### src/rtl/alu_pkg.sv
// Shared ALU definitions: operation encoding and default datapath width.
// Latency: n/a (types and constants only).
// Backpressure: n/a.
package alu_pkg;

    localparam int ALU_WIDTH = 32;

    typedef enum logic [2:0] {
        ALU_ADD = 3'b000,
        ALU_SUB = 3'b001,
        ALU_AND = 3'b010,
        ALU_OR  = 3'b011,
        ALU_XOR = 3'b100,
        ALU_SLT = 3'b101,
        ALU_SLL = 3'b110,
        ALU_SRL = 3'b111
    } alu_op_e;

endpackage

### src/rtl/alu_if.sv
// ALU operand/result bundle: rs1, rs2, ctrl, in_valid in; rd, z, rd_q, z_q, out_valid out.
// Latency: rd/z are combinational; rd_q/z_q/out_valid are one cycle after in_valid.
// Backpressure: none, so there is no ready signal.
interface alu_if
    import alu_pkg::*;
#(
    parameter int WIDTH = ALU_WIDTH
);
    logic [WIDTH-1:0] rs1;
    logic [WIDTH-1:0] rs2;
    logic [2:0]       ctrl;
    logic             in_valid;
    logic [WIDTH-1:0] rd;
    logic             z;
    logic [WIDTH-1:0] rd_q;
    logic             z_q;
    logic             out_valid;

    // master drives operands, slave (the ALU) drives results
    modport master (
        output rs1, rs2, ctrl, in_valid,
        input  rd, z, rd_q, z_q, out_valid
    );

    modport slave (
        input  rs1, rs2, ctrl, in_valid,
        output rd, z, rd_q, z_q, out_valid
    );
endinterface

### src/rtl/alu_shifter.sv
// Logical barrel shifter: rs1 shifted by shamt, dir=0 left, dir=1 right (zero fill).
// Latency: combinational. Ports: rs1, shamt, dir in; result out.
// Backpressure: none.
module alu_shifter #(
    parameter int WIDTH = 32
) (
    input  logic [WIDTH-1:0]         rs1,
    input  logic [$clog2(WIDTH)-1:0] shamt,
    input  logic                     dir,
    output logic [WIDTH-1:0]         result
);

    assign result = dir ? (rs1 >> shamt) : (rs1 << shamt);

endmodule

### src/rtl/alu.sv
// Integer ALU: ADD/SUB/AND/OR/XOR/SLT/SLL/SRL on bus.rs1/rs2 selected by bus.ctrl.
// Latency: bus.rd/bus.z combinational; bus.rd_q/z_q/out_valid registered, 1 cycle.
// Backpressure: none; an operation is accepted on every clk edge with in_valid=1.
module alu
    import alu_pkg::*;
#(
    parameter int WIDTH = ALU_WIDTH
) (
    input  logic  clk,
    input  logic  rst_n,
    alu_if.slave  bus
);

    localparam int SHAMT_W = $clog2(WIDTH);

    logic [WIDTH-1:0] shift_res;
    logic [WIDTH-1:0] result;
    logic             slt_lt;

    // Only the low shamt bits of rs2 select the shift distance; upper bits are ignored.
    alu_shifter #(
        .WIDTH (WIDTH)
    ) u_shifter (
        .rs1    (bus.rs1),
        .shamt  (bus.rs2[SHAMT_W-1:0]),
        .dir    (bus.ctrl == ALU_SRL),
        .result (shift_res)
    );

    // Direct signed compare rather than the sign of rs1-rs2, so overflow cannot flip it.
    assign slt_lt = $signed(bus.rs1) < $signed(bus.rs2);

    always_comb begin
        result = bus.rs1 + bus.rs2;
        case (alu_op_e'(bus.ctrl))
            ALU_ADD: result = bus.rs1 + bus.rs2;
            ALU_SUB: result = bus.rs1 - bus.rs2;
            ALU_AND: result = bus.rs1 & bus.rs2;
            ALU_OR:  result = bus.rs1 | bus.rs2;
            ALU_XOR: result = bus.rs1 ^ bus.rs2;
            ALU_SLT: result = {{(WIDTH-1){1'b0}}, slt_lt};
            ALU_SLL: result = shift_res;
            ALU_SRL: result = shift_res;
            default: result = bus.rs1 + bus.rs2;
        endcase
    end

    assign bus.rd = result;
    assign bus.z  = (result == '0);

    // Results hold when idle; out_valid is a single-cycle strobe per accepted op.
    always_ff @(posedge clk or negedge rst_n) begin
        if (!rst_n) begin
            bus.rd_q      <= '0;
            bus.z_q       <= 1'b0;
            bus.out_valid <= 1'b0;
        end else begin
            bus.out_valid <= bus.in_valid;
            if (bus.in_valid) begin
                bus.rd_q <= result;
                bus.z_q  <= (result == '0);
            end
        end
    end

endmodule

### src/flat_wrapper.sv
// flat-port wrapper written by rule: the top's interface ports become plain ports
module alu_flat import alu_pkg::*;
#(
    parameter int WIDTH = ALU_WIDTH
)
  (clk, rst_n, bus_rs1, bus_rs2, bus_ctrl, bus_in_valid, bus_rd, bus_z, bus_rd_q, bus_z_q, bus_out_valid);
  alu_if #(.WIDTH(WIDTH)) bus_i ();
  input  logic clk;
  input  logic rst_n;
  input wire logic [$bits(bus_i.rs1)-1:0] bus_rs1;
  input wire logic [$bits(bus_i.rs2)-1:0] bus_rs2;
  input wire logic [$bits(bus_i.ctrl)-1:0] bus_ctrl;
  input wire logic [$bits(bus_i.in_valid)-1:0] bus_in_valid;
  output wire logic [$bits(bus_i.rd)-1:0] bus_rd;
  output wire logic [$bits(bus_i.z)-1:0] bus_z;
  output wire logic [$bits(bus_i.rd_q)-1:0] bus_rd_q;
  output wire logic [$bits(bus_i.z_q)-1:0] bus_z_q;
  output wire logic [$bits(bus_i.out_valid)-1:0] bus_out_valid;
  assign bus_i.rs1 = bus_rs1;
  assign bus_i.rs2 = bus_rs2;
  assign bus_i.ctrl = bus_ctrl;
  assign bus_i.in_valid = bus_in_valid;
  assign bus_rd = bus_i.rd;
  assign bus_z = bus_i.z;
  assign bus_rd_q = bus_i.rd_q;
  assign bus_z_q = bus_i.z_q;
  assign bus_out_valid = bus_i.out_valid;
  alu #(.WIDTH(WIDTH)) u_core (.clk(clk), .rst_n(rst_n), .bus(bus_i));
endmodule
### config.mk
export PLATFORM = sky130hd
export DESIGN_NAME = alu_flat
export DESIGN_NICKNAME = d
export VERILOG_FILES = /design/src/rtl/alu_pkg.sv /design/src/rtl/alu_if.sv /design/src/rtl/alu_shifter.sv /design/src/rtl/alu.sv /design/src/flat_wrapper.sv
export SDC_FILE = /design/constraint.sdc
export NUM_CORES = 1
export LEC_CHECK = 0
export ABC_CLOCK_PERIOD_IN_PS = 6300
export BUFFER_PORTS_ARGS = -buffer_cell sky130_fd_sc_hd__buf_2
export CAP_MARGIN = 20
export CORE_MARGIN = 5
export CORE_UTILIZATION = 50
export DETAILED_ROUTE_END_ITERATION = 8
export HOLD_SLACK_MARGIN = 0.06
export PLACE_DENSITY = 0.7
export RECOVER_POWER = 25
export SLEW_MARGIN = 10
export SYNTH_ARGS = -nofsm -noshare
export SYNTH_HDL_FRONTEND = slang
export SYNTH_SLANG_ARGS = --single-unit
### constraint.sdc
create_clock -name clk -period 6.3 [get_ports clk]
set_input_delay 0.945 -clock clk [delete_from_list [all_inputs] [get_ports clk]]
set_output_delay 0.945 -clock clk [all_outputs]
set_load 0.02 [all_outputs]
### After elaboration in Yosys (flattened, before gate mapping)

Index checks and enable logic that the tools add are counted.

| cells by class | value |
|---|---|
| bitwise operators | 3 |
| shifts and indexed selects | 2 |
| order comparisons | 1 |
| equality and inequality tests | 7 |
| multiplexer cells | 2 |
| reductions and logical operators | 3 |
| add/subtract/negate cells | 2 |

Operators by type and width:

| cell | number |
|---|---|
| one-hot mux 32 bit (7 select lines) | 1 |
| adder 32 bit | 1 |
| bitwise AND 32 bit | 1 |
| zero test 32 bit | 1 |
| less-than comparator 32 bit | 1 |
| 2-to-1 mux 32 bit | 1 |
| OR 32 bit | 1 |
| << shifter 32 x 5 -> 32 bit | 1 |
| right shift 32 x 5 -> 32 bit | 1 |
| subtractor 32 bit | 1 |
| XOR 32 bit | 1 |
| == test 3 bit (second input constant) | 4 |
| == test 3 x 2 -> 1 bit (second input constant) | 2 |
| == test 3 x 1 -> 1 bit (second input constant) | 1 |
| zero test 3 bit | 1 |
| OR reduction 2 bit | 1 |

| word-level totals | value |
|---|---|
| bits of input ports | 70 |
| word-level logic and storage cells | 23 |
| bits in registers | 34 |

### Depth between registers and ports, before layout

Gate-level depths: netlist of run 1.

| depth | value |
|---|---|
| word-level depth | 4 |
| mapped depth | 18 |
| depth with buffers taken out | 15 |

### Modules after synthesis

From an unflattened synthesis of run 1, not the netlist that was laid out.

| unflattened totals | value |
|---|---|
| cell total of the unflattened synthesis | 1605 |
| area, all modules | 11506.0 µm² |

Modules (own cells, without submodules):

| module | times used | area each (µm²) | seq. area each (µm²) | cells each |
|---|---|---|---|---|
| alu | 1 | 7716.2 | 850.8 | 1108 |
| alu_shifter | 1 | 3789.9 | 0.0 | 497 |

### Worst setup path after synthesis of run 1

Ideal clock, no wire load.

| timing | value |
|---|---|
| path type | input to output |
| from | input bus_rs2[2] |
| to | output bus_z |
| stages on the path | 18 |
| data required time | 5.355 ns |
| path buffers | 5 |
| setup slack | 0.076 ns |
| arrival | 5.279 ns |
| cells stage by stage | buf_2 -> inv_1 -> buf_2 -> buf_1 -> clkbuf_1 -> ha_1 -> buf_2 -> nand2b_1 -> a2111o_1 -> a31oi_2 -> a2111oi_0 -> o21ai_1 -> nand4_1 -> nand3_1 -> o22ai_1 -> or4_1 -> nor4_1 -> and3_1 |

| on the way | value |
|---|---|
| longest elaborated chain between the ends | 4 |
| elaborated cells on any way between the ends | 11 |
| classes of those cells | add/sub (2); order compare (1); shift (2); mux (2); bitwise (3); reduce/logical (1) |

RTL lines:

| item | RTL line | text |
|---|---|---|
| start, declared | flat_wrapper.sv:11 | `input wire logic [$bits(bus_i.rs2)-1:0] bus_rs2;` |
| parallel branches: the longest is 2 deep, another holds less-than comparator 32 bit | -- |  |
| one-hot mux 32 bit (7 select lines) * | alu.sv:35 | `case (alu_op_e'(bus.ctrl))` |
| via bus_rd[0] | flat_wrapper.sv:14 | `output wire logic [$bits(bus_i.rd)-1:0] bus_rd;` |
| zero test 32 bit * | alu.sv:49 | `assign bus.z = (result == '0);` |
| end, declared | flat_wrapper.sv:15 | `output wire logic [$bits(bus_i.z)-1:0] bus_z;` |

Mark *: on every way through the listed nets, which the timed path passes.

### Final worst setup path of run 1

| timing | value |
|---|---|
| from | input bus_rs2[1] |
| to | output bus_z |

| on the way | value |
|---|---|
| longest elaborated chain between the ends | 4 |
| elaborated cells on any way between the ends | 11 |
| classes of those cells | add/sub (2); order compare (1); shift (2); mux (2); bitwise (3); reduce/logical (1) |

RTL lines:

| item | RTL line |
|---|---|
| parallel branches: the longest is 2 deep, another holds subtractor 32 bit | -- |
| one-hot mux 32 bit (7 select lines) * | alu.sv:35 |
| zero test 32 bit * | alu.sv:49 |

Mark *: on every way between the ends.

==> impl_metrics.ini, run 1 <==
[outcome]
outcome = finished with violations
failed_checks = capacitance limit, slew limit

[yosys]
synth.top_cell.area_share_pct = 11.1
yosys-top-cells-area = ha_1 (11%), dfrtp_1 (7.8%), mux2i_1 (7.0%)
synth_fp_nets = 1673
syn_area_um2 = 10900
synth.distinct_cells = 90
synth_edf_count = 0
async_flop_share_pct = 100
yosysTopAreaCell = ha_1
avgSynthCellArea_um2 = 7.25
yosysWarningCount = 0
ys_seq_area_share_pct = 7.80
ys_seq_elements = 34
postSynthCellCount = 1504
yosysMostFrequentCell = nor2_1
ys.flop_type = dfrtp_1
synth_common_cells = nor2_1 (132), nand2_1 (121), a21oi_1 (115), inv_1 (101), ha_1 (97)

[flow_run]
max_cap_violations = 1

[worst_setup_path]
crit_arrival_ns = 5.25
r2r_start = u_core.bus.z_q
crit_path_cell_trace = buf_4, buf_12, mux2i_1, mux2i_1, mux2i_1, a222oi_1, a221oi_1, nor4bb_1, buf_4, nand2_1, or4_1, nor4_1, and3_1, buf_2
cp.required_ns = 5.35
startpoint_type = primary input
cp_top_family = simple AND/OR/NAND/NOR gates
end_kind = primary output
r2r_slack_ns = 5.45
cp_slowest_cell = a221oi_1
timing.rr.end = u_core.bus.z_q
crit_buf_inv = 4
cp_common_cell = mux2i_1
r2r_cells = 2
crit_path_max_incr_delay_ns = 0.56
cp.depth = 14
crit_path_max_fanout = 77
crit_type = primary input to primary output

[power_and_ir_drop]
clkPwrFrac_pct = 13.0
sw_frac_of_total_pct = 53.1
cellPowerDensity_nw_per_um2 = 150
power.internal_w = 0.000854
p_sw_w = 0.000969
power.leakage_nw = 5.45
p_seq_share_pct = 15.4
ir_worst_vdd_mv = 0.143
power_w = 0.00182
comb_power_share_pct = 71.7

[clock_tree]
cts_buffer_depth = 2
ctsHoldBuffers = 0
cts_num_sinks = 34
cts_setup_buffers = 0
root_buffer = clkbuf_16
h-tree-depth = 2
cts_resized = 0
clock_latency_ns = 0.28
clkTransAtPathRegs_ns = 0.06
cts_tree = yes
numCtsBuffers = 5

[timing]
fin_hold_ws_ns = 0.501
setup_violations = 0
period_share_pct = 98.3
finClkSkew_ns = 0
max_freq_mhz = 161
slew_violations = 35
hold_violations = 0
rsz0062_at_grt = false
setup_tns_ns = 0
relSlewSlack_pct = -28.5
finalCriticalPeriod_ns = 6.19
worst_pin_slew_ns = 1.93

[floorplanning]
die_x_um = 158
core_um2 = 21600
dieArea_um2 = 24900
fp.dieH_um = 158
num_rows = 54
io_pins = 137
start_util_pct = 50.5

[place]
io_buffers = 136
dpl.hpwl_um = 43600
placed_area_um2 = 12100
gp_congestion = 1.10

[final_layout]
syn_to_final_growth_pct = 11.7
diodes = 0
regArea_um2 = 851
final_layout_size_suffix_gt1_share_pct = 20.6
fillCellCount = 2145
design_area_um2 = 12200
multi_input_area_um2 = 9110
nets = 1773

[detailed_routing]
avgRoutedWirePerCell_um = 29.0
wl_met3_um = 6380
wl_met2_um = 23300
drt-initial-drc-count = 2211
via_per_inst = 7.20
first_pass_iters = 6
drt-met1-wl_um = 21300
vias = 13600
drcViolationCount = 0
top_layer = met4
drt_wl_total_um = 54600
ant_nets = 0

[hold_path]
hold_class = flop to flop
hold_depth = 1
hold_end = u_core.bus.rd_q[18]
hold_start = u_core.bus.rd_q[18]

[global_routing]
grtUsageTotal_pct = 42.3
antenna_found_initial = 1
gr-total-overflow = 0
grt_pass1_wl_um = 80000
grt_max_degree = 84
grt_pass1_vias = 12400
==> how the worst max path moves through the flow <==
stage / slack (ns) / from / end
after floorplan: 0.08 / bus_rs2[2] / bus_z
after global placement: 0.23 / bus_rs2[1] / bus_z
after detailed placement: 0.26 / bus_rs2[1] / bus_z
after CTS: 0.23 / bus_rs2[1] / bus_z
after global routing: 0.002 / bus_rs2[1] / bus_z
final: 0.11 / bus_rs2[1] / bus_z
==> worst reg2reg max path, stage by stage (launching register included) <==
cell and delay (ns):
dfrtp_1 0.38, nor2b_1 0.13, a41o_1 0.23
==> per-layer routing <==
metal	track usage, %	vias to the layer above
met2	64.6	1114
met4	19.9	0
li1	-	5862
met5	0	-
met1	58.3	6376
met3	6.94	213
==> final cells by class <==
| cell class | count | area share [%] |
|---|---|---|
| Multi-Input combinational cell | 1239 | 74.7 |
| Timing Repair Buffer | 217 | 11.0 |
| Sequential cell | 34 | 6.98 |
| Inverter | 107 | 3.30 |
| Tap cell | 280 | 2.87 |
| Clock buffer | 5 | 1.03 |
| Clock inverter | 2 | 0.0821 |
==> flip-flops by register name, indices dropped and copies added (netlist names) <==
register              flops
u_core.bus.rd_q          32
u_core.bus.out_valid      1
u_core.bus.z_q            1
==> power groups by stage <==
stage          clock network, W  logic (W)  registers [W]
6_report               0.000237    0.00131       0.000280
2_1_floorplan                 0   0.000739       0.000334
5_1_grt                0.000247    0.00137       0.000285
4_1_cts                0.000235    0.00126       0.000280
3_3_place_gp                  0    0.00125       0.000280
3_5_place_dp                  0    0.00125       0.000284
==> per-stage QoR <==
step | setup slack [ns] | utilization (%) | cells
final | 0.105 | 56.4 | 1884
after CTS | 0.226 | 56.4 | 1884
after floorplan | 0.0760 | - | 1504
after detailed placement | 0.257 | 55.8 | 1877
after global placement | 0.227 | 55.8 | 1877
after global routing | 0.00175 | 56.4 | 1884
==> kinds of logic (layout without fill, tap and decap cells) <==
kind of cell	after synthesis	count (layout)	share of synthesized area, %
xor+xnor	19	19	1.53
mux	163	163	18.9
fa+ha+maj	99	99	11.5
flops	34	34	7.80
buf+inv	231	331	8.81
simple gates	445	445	19.5
compound gates	513	513	31.9
==> cell usage in the layout, fill, tap and decap left out, types with 37 or more instances in the layout <==
master,instances
nor2_1,132
a22oi_1,43
o22ai_1,37
buf_2,133
nor3_1,38
buf_4,79
o21ai_0,74
mux2_2,54
ha_1,97
inv_1,101
nand2_1,121
a21oi_1,115
mux2i_1,76
Power figures use the tool's default switching activity.
==> run 2: changes to the inputs <==
RECOVER_POWER = default   (was 25)
==> run 2 against run 1 <==
Net effect:
- the flow now finishes without violations
- hold slack unchanged
- highest routed layer unchanged
- die area unchanged
- first-iteration DRC count unchanged
==> impl_metrics.ini, run 2 (synthesis gave the netlist of run 1 again) <==
[timing]
slew_violations = 0
setup_tns_ns = 0
relSlewSlack_pct = 22.4
finClkSkew_ns = 0
period_share_pct = 98.4
setup_slack_ns = 0.0997
hold_violations = 0
finalCriticalPeriod_ns = 6.20
worst_pin_slew_ns = 1.13
setup_violations = 0
max_freq_mhz = 161
rsz0062_at_grt = false

[floorplanning]
fp.dieH_um = 158
io_pins = 137
start_util_pct = 50.5
num_rows = 54
dieArea_um2 = 24900
die_x_um = 158
core_um2 = 21600

[clock_tree]
clock_latency_ns = 0.28
cts_buffer_depth = 2
cts_setup_buffers = 0
ctsHoldBuffers = 0
cts_resized = 0
h-tree-depth = 2
numCtsBuffers = 5
cts_num_sinks = 34
root_buffer = clkbuf_16
clkTransAtPathRegs_ns = 0.06
cts_tree = yes

[detailed_routing]
ant_nets = 0
vias = 13500
drt_wl_total_um = 54600
avgRoutedWirePerCell_um = 29.0
first_pass_iters = 6
drt-initial-drc-count = 2211
drcViolationCount = 0
via_per_inst = 7.19

[final_layout]
final_layout_size_suffix_gt1_share_pct = 20.6
diodes = 0
final_common_cell = buf_2
regMostFlops = u_core.bus.rd_q
design_area_um2 = 12200
fillCellCount = 2144
multi_input_area_um2 = 9110
largest_reg_flops = 32
mostFrequentLayoutCells = buf_2 (134), nor2_1 (132), nand2_1 (121), a21oi_1 (115), inv_1 (101)
regArea_um2 = 851
nets = 1773
largestRegisters = u_core.bus.rd_q: 32 flops, u_core.bus.out_valid: 1 flops, u_core.bus.z_q: 1 flops
syn_to_final_growth_pct = 11.7

[worst_setup_path]
timing.rr.end = u_core.bus.z_q
startpoint_type = primary input
cp.required_ns = 5.35
crit_type = primary input to primary output
crit_arrival_ns = 5.26
end_kind = primary output
r2r_slack_ns = 5.45
r2r_cells = 2
crit_path_max_fanout = 77
r2r_start = u_core.bus.z_q

[hold_path]
hold_depth = 1
hold_class = flop to flop
hold_start = u_core.bus.rd_q[18]
hold_end = u_core.bus.rd_q[18]

[power_and_ir_drop]
p_seq_share_pct = 15.4
clkPwrFrac_pct = 13.0
comb_power_share_pct = 71.7
ir_worst_vdd_mv = 0.143
p_sw_w = 0.000968
sw_frac_of_total_pct = 53.1
cellPowerDensity_nw_per_um2 = 150
power.internal_w = 0.000855
power.leakage_nw = 5.46

[flow_run]
max_cap_violations = 0

[outcome]
outcome = complete, no violations

[global_routing]
grt_pass1_wl_um = 80000
grt_pass1_vias = 12400
grt_max_degree = 84
gr-total-overflow = 0
grtUsageTotal_pct = 42.3
antenna_found_initial = 1

[place]
place_ws_ns = 0.257
io_buffers = 136
gp_congestion = 1.10
placed_area_um2 = 12100
dpl.hpwl_um = 43600
## run 2: per-layer routing
layer / vias to the layer above / GRT usage, % / share of wire [%]
met5: - / 0 / 0
met4: 0 / 19.9 / 6.7
met3: 218 / 6.94 / 12
met2: 1104 / 64.6 / 42
met1: 6359 / 58.3 / 39
li1: 5861 / - / -
## run 2: worst max-delay path by stage
stage | end | cells past startpoint | start | slack (ns)
5_1_grt | bus_z | 14 | bus_rs2[1] | 0.002
2_1_floorplan | bus_z | 18 | bus_rs2[2] | 0.08
4_1_cts | bus_z | 14 | bus_rs2[1] | 0.23
3_3_place_gp | bus_z | 14 | bus_rs2[1] | 0.23
3_5_place_dp | bus_z | 14 | bus_rs2[1] | 0.26
6_report | bus_z | 14 | bus_rs2[1] | 0.1
## run 2: layout make-up
cell class | count | share of cell area [%]
clock buffers | 5 | 1.03
inverters | 107 | 3.30
multi-input cells | 1239 | 74.7
flip-flops and latches | 34 | 6.98
well taps | 280 | 2.87
repair buffers | 217 | 11.0
clock inverters | 2 | 0.0821
## run 2: worst max-delay path, cell delays in order
cell      delay [ns]
buf_4           0.21
buf_12          0.34
mux2i_1         0.49
mux2i_1         0.37
mux2i_1         0.27
a222oi_1        0.23
a221oi_1        0.56
nor4bb_1        0.45
buf_4           0.19
nand2_1         0.08
or4_1           0.42
nor4_1          0.30
and3_1          0.21
buf_2           0.16
## run 2: power groups by stage
stage                     sequential [W]  combinational, W  clock [W]
after global placement          0.000280           0.00125          0
final                           0.000280           0.00131   0.000236
after floorplan                 0.000334          0.000739          0
after global routing            0.000285           0.00137   0.000247
after detailed placement        0.000284           0.00125          0
after CTS                       0.000280           0.00126   0.000235
## run 2: through the flow
step           power [W]  utilization [%]  hold slack [ns]  cells
6_report         0.00182             56.4            0.501   1884
5_1_grt          0.00190             56.4            0.514   1884
4_1_cts          0.00178             56.4            0.503   1884
3_5_place_dp     0.00154             55.8            0.490   1877
3_3_place_gp     0.00153             55.8            0.483   1877
2_1_floorplan    0.00107                -            0.623   1504
